==> src/rtl/if_fetch_unit.sv <==
// Instruction-fetch stage: owns the PC, issues req/ack reads to instruction
// memory and presents either a fetched instruction (with PC+4) or an all-zero
// bubble to the IF/ID register.
//
// Handshake: imem_req_o/imem_addr_o are held constant from the cycle the
// request is raised until the cycle imem_ack_i=1. That ack completes the read
// on the same rising edge. Any imem_ack_i seen while imem_req_o=0 is ignored.
//
// The FSM state is kept in state_q so that checkers can bind to it directly.
module if_fetch_unit #(
   parameter logic [31:0] RESET_PC = 32'h0000_0000
) (
   input  logic        clk,
   input  logic        rst_i,
   input  logic        start_i,
   input  logic        hd_stall_i,
   input  logic        branch_i,
   input  logic [31:0] branch_target_i,
   input  logic        jump_i,
   input  logic [31:0] jump_target_i,
   output logic        imem_req_o,
   output logic [31:0] imem_addr_o,
   input  logic        imem_ack_i,
   input  logic [31:0] imem_rdata_i,
   output logic        fetch_valid_o,
   output logic [31:0] instr_o,
   output logic [31:0] pc_plus4_o,
   output logic [31:0] pc_o
);

   typedef enum logic [1:0] {
      ST_IDLE    = 2'd0,
      ST_FETCH   = 2'd1,
      ST_DISCARD = 2'd2,
      ST_READY   = 2'd3
   } state_t;

   state_t      state_q, state_d;
   logic [31:0] pc_q, pc_d;
   logic [31:0] instr_q, instr_d;
   logic [31:0] pending_q, pending_d;

   logic        redirect;
   logic [31:0] target;
   logic [31:0] pc_plus4;

   // Redirect decode: branch has priority over jump when both are asserted.
   always_comb begin
      redirect = branch_i | jump_i;
      target   = branch_i ? branch_target_i : jump_target_i;
      pc_plus4 = pc_q + 32'd4;
   end

   // State and datapath registers; reset clears everything immediately.
   always_ff @(posedge clk or posedge rst_i) begin
      if (rst_i) begin
         state_q   <= ST_IDLE;
         pc_q      <= RESET_PC;
         instr_q   <= 32'h0;
         pending_q <= 32'h0;
      end else begin
         state_q   <= state_d;
         pc_q      <= pc_d;
         instr_q   <= instr_d;
         pending_q <= pending_d;
      end
   end

   // Next-state logic: a redirect always beats the hazard stall.
   always_comb begin
      state_d   = state_q;
      pc_d      = pc_q;
      instr_d   = instr_q;
      pending_d = pending_q;
      unique case (state_q)
         ST_IDLE: begin
            if (start_i) state_d = ST_FETCH;
         end
         ST_FETCH: begin
            if (imem_ack_i) begin
               if (redirect) begin
                  // Word belongs to the wrong path; refetch from the target.
                  pc_d = target;
               end else begin
                  instr_d = imem_rdata_i;
                  state_d = ST_READY;
               end
            end else if (redirect) begin
               // Request address must stay stable, so park the target.
               pending_d = target;
               state_d   = ST_DISCARD;
            end
         end
         ST_DISCARD: begin
            if (redirect) pending_d = target;
            if (imem_ack_i) begin
               pc_d    = redirect ? target : pending_q;
               state_d = ST_FETCH;
            end
         end
         ST_READY: begin
            if (redirect) begin
               pc_d    = target;
               state_d = ST_FETCH;
            end else if (!hd_stall_i) begin
               pc_d    = pc_plus4;
               state_d = ST_FETCH;
            end
         end
         default: state_d = ST_IDLE;
      endcase
   end

   // Outputs decoded from state so reset takes effect without a clock edge.
   always_comb begin
      imem_req_o    = (state_q == ST_FETCH) || (state_q == ST_DISCARD);
      imem_addr_o   = pc_q;
      fetch_valid_o = (state_q == ST_READY);
      instr_o       = fetch_valid_o ? instr_q : 32'h0;
      pc_plus4_o    = fetch_valid_o ? pc_plus4 : 32'h0;
      pc_o          = pc_q;
   end

endmodule
==> config.mk <==
export PLATFORM = sky130hd
export DESIGN_NAME = if_fetch_unit
export DESIGN_NICKNAME = d
export VERILOG_FILES = /design/src/rtl/if_fetch_unit.sv
export SDC_FILE = /design/constraint.sdc
export NUM_CORES = 1
export LEC_CHECK = 0
export ABC_AREA = 1
export CAP_MARGIN = 20
export CORE_MARGIN = 1
export CORE_UTILIZATION = 46
export CTS_CLUSTER_SIZE = 20
export DETAILED_ROUTE_END_ITERATION = 10
export PLACE_DENSITY = 0.91
export SYNTH_ARGS = -nofsm -noshare
export SYNTH_HDL_FRONTEND = slang
export SYNTH_SLANG_ARGS = --single-unit
export TNS_END_PERCENT = 30
==> constraint.sdc <==
create_clock -name clk -period 6.55 [get_ports clk]
set_input_delay 1.31 -clock clk [delete_from_list [all_inputs] [get_ports clk]]
set_output_delay 1.31 -clock clk [all_outputs]
set_load 0.01 [all_outputs]
==> flow_summary.yaml <==
job:
  cap_violations: 0
layout:
  antenna_cells: 0
  n_fill_cell: 1220
  final_area_sq_um: 9260
  fin_cells: 1352
  multiInputGateArea_sq_um: 3430
  nNetsFinal: 1271
  area_growth_pct: 34.7
  drive_above_1_share_pct: 7.71
  regArea_sq_um: 2450
critical_path:
  crit_arrival_ns: 4.63
  cp-start-kind: "input port"
  rr_worst_depth: 10
  crit_path_end_kind: "flip-flop"
  required_ns: 6.78
  critPathMaxFanout: 53
  path_class: "input port to flip-flop"
die:
  start_util_pct: 47.3
  core_sq_um: 14500
  die_y_um: 124
  std_cell_rows: 44
  fp.dieW_um: 124
  dieArea_sq_um: 15400
  io_pins: 233
clock_network:
  post_cts_buffers: 0
  numCtsBuffers: 9
  cts_sinks: 98
  clk_pin_slew_worst_paths_ns: 0.07
  cts_tree: "built"
  cts_buffer_depth: 2
  clock_tree.root_cell: "clkbuf_16"
  htreeDepth: 3
  holdBufCountCts: 0
  clkLatencyLatePin_ns: 0.34
  cts-resized-gates: 0
outcome:
  status: "complete, no violations"
timing:
  relSlewSlack_pct: 27.5
  whs_ns: 0.492
  setup_tns_ns: 0
  hold_viol_final: 0
  rsz0062_at_grt: "false"
  drv_slew: 0
  setup_viol: 0
  clock-skew-final_ns: 0.0107
  fin_crit_sh_pct: 67.2
  max_slew.worst_pin.slew_ns: 1.09
  layout_min_cycle_time_ns: 4.40
  fmax_mhz: 227
synth:
  syn_inst: 990
  seq_area_frac_synth_pct: 35.7
  synth-seq-cells: 98
  synth_area_sq_um: 6870
  yosysTopAreaCellShare_pct: 35.7
  synth_top_area_cell: "dfrtp_1"
  synth_area_per_cell_sq_um: 6.94
  ys_async_sr_fraction_pct: 100
  yosysUniqueCellTypes: 43
  synth_common_cells: "288 x nand2_1, 138 x nor2_1, 124 x inv_1"
  synth_edf_count: 0
  yosysMostFrequentCell: "nand2_1"
  ys_warn_count: 0
  synth_area_leaders: "dfrtp_1 36%, nand2_1 16%, nor2_1 7.5%, inv_1 6.8%, mux2_2 4.9%"
  syn_nets: 1098
  synth_ff_type: "dfrtp_1"
detailed_routing:
  first_pass_iters: 5
  routed_wl_um: 20200
  drc_errors: 0
  wl_per_cell_um: 14.9
  drt_iter0_drc: 578
  vias: 7105
  ant_nets: 0
  vias_per_cell: 5.26
grt:
  antenna_found_initial: 0
  grt_pass1_vias: 6816
  grt.total_usage_pct: 26.1
  grt_max_degree: 55
  grt_pass1_wl_um: 32800
  grt_overflow_total: 0
hold_path:
  hold_depth: 1
  hp-class: "flip-flop to flip-flop"
power:
  leakage_nw: 4.57
  ir_drop_v: 0.000233
  pwr_density_cell_nw_per_um2: 440
place:
  dp_hpwl_um: 14800
  portBuffers: 232
  placed_area_sq_um: 8980
  dp_cells: 1335
  routabilityCongestion: 0.878
-- registers in the layout, indices dropped and copies added (netlist names) --
signal and cells:
imem_addr_o 32, pending_q 32, instr_q 32, state_q 2
-- power breakdown --
part	internal (mW)	switching, mW
sequential	0.917	0.317
clock	0.258	0.227
combinational	1.11	1.24
total	2.29	1.78
-- layout by cell type (no fill, tap or decap), drive strengths merged, types with 3 or more instances in the layout --
| master | n |
|---|---|
| o211ai | 18 |
| xnor2 | 4 |
| clkbuf | 12 |
| a21oi | 68 |
| ha | 5 |
| dfrtp | 98 |
| nor2 | 151 |
| clkinv | 3 |
| clkdlybuf4s50 | 232 |
| o22ai | 3 |
| nor3 | 3 |
| o21ai | 31 |
| xor2 | 8 |
| inv | 131 |
| mux2 | 33 |
| nand3b | 9 |
| nand2 | 293 |
| buf | 6 |
| or2 | 3 |
| nand3 | 46 |
-- final cells by class --
| type | count | share of cell area [%] |
|---|---|---|
| clock inverters | 4 | 0.311 |
| clock buffers | 12 | 2.55 |
| inverters | 132 | 5.43 |
| multi-input cells | 684 | 37.1 |
| well taps | 184 | 2.49 |
| flip-flops and latches | 98 | 26.5 |
| repair buffers | 238 | 25.6 |
-- cells by family after synthesis --
| family | synth area share (%) |
|---|---|
| AOI/OAI and AO/OA | 10.3 |
| DFF | 35.7 |
| xor gates and xnor gates | 1.53 |
| and+or+nand+nor | 31.5 |
| buffers and inverters | 14.4 |
| muxes | 5.70 |
| adders and majority gates | 0.910 |
-- critical path: stages --
cell and delay [ns]:
clkdlybuf4s50_1 0.45, buf_4 0.33, inv_4 0.22, nand2_4 0.42, inv_4 0.32, nand2_1 0.18, nand3_2 0.26, inv_2 0.73
nand3_1 0.16, a21oi_1 0.15, nor2_1 0.05
-- stage by stage --
stage	power (mW)	util [%]	setup slack, ns
after detailed placement	3.56	61.8	1.79
final	4.07	63.7	2.15
after global placement	3.49	61.8	1.91
after CTS	4.06	63.6	2.17
after floorplan	2.66	-	2.68
after global routing	4.37	63.7	1.85
-- worst paths after layout --
check	from	end	slack, ns
setup / recovery	branch_i	imem_addr_o[23]	2.15
max in group asynchronous	rst_i	pending_q[28]	4.05
min in group asynchronous	rst_i	instr_q[15]	1.38
hold / removal	instr_q[13]	instr_q[13]	0.49
setup reg to reg	state_q[0]	imem_addr_o[23]	3.26
hold reg to reg	instr_q[13]	instr_q[13]	0.49
-- per-layer routing --
layer	wire length (um)	global-route usage, %	part of all wire [%]
met5	0	0	0
met4	558	11.2	2.8
met3	1960	5.86	9.7
met2	9650	44.3	48
met1	7990	31.7	40
No activity file was read; power rests on OpenSTA's default activity.
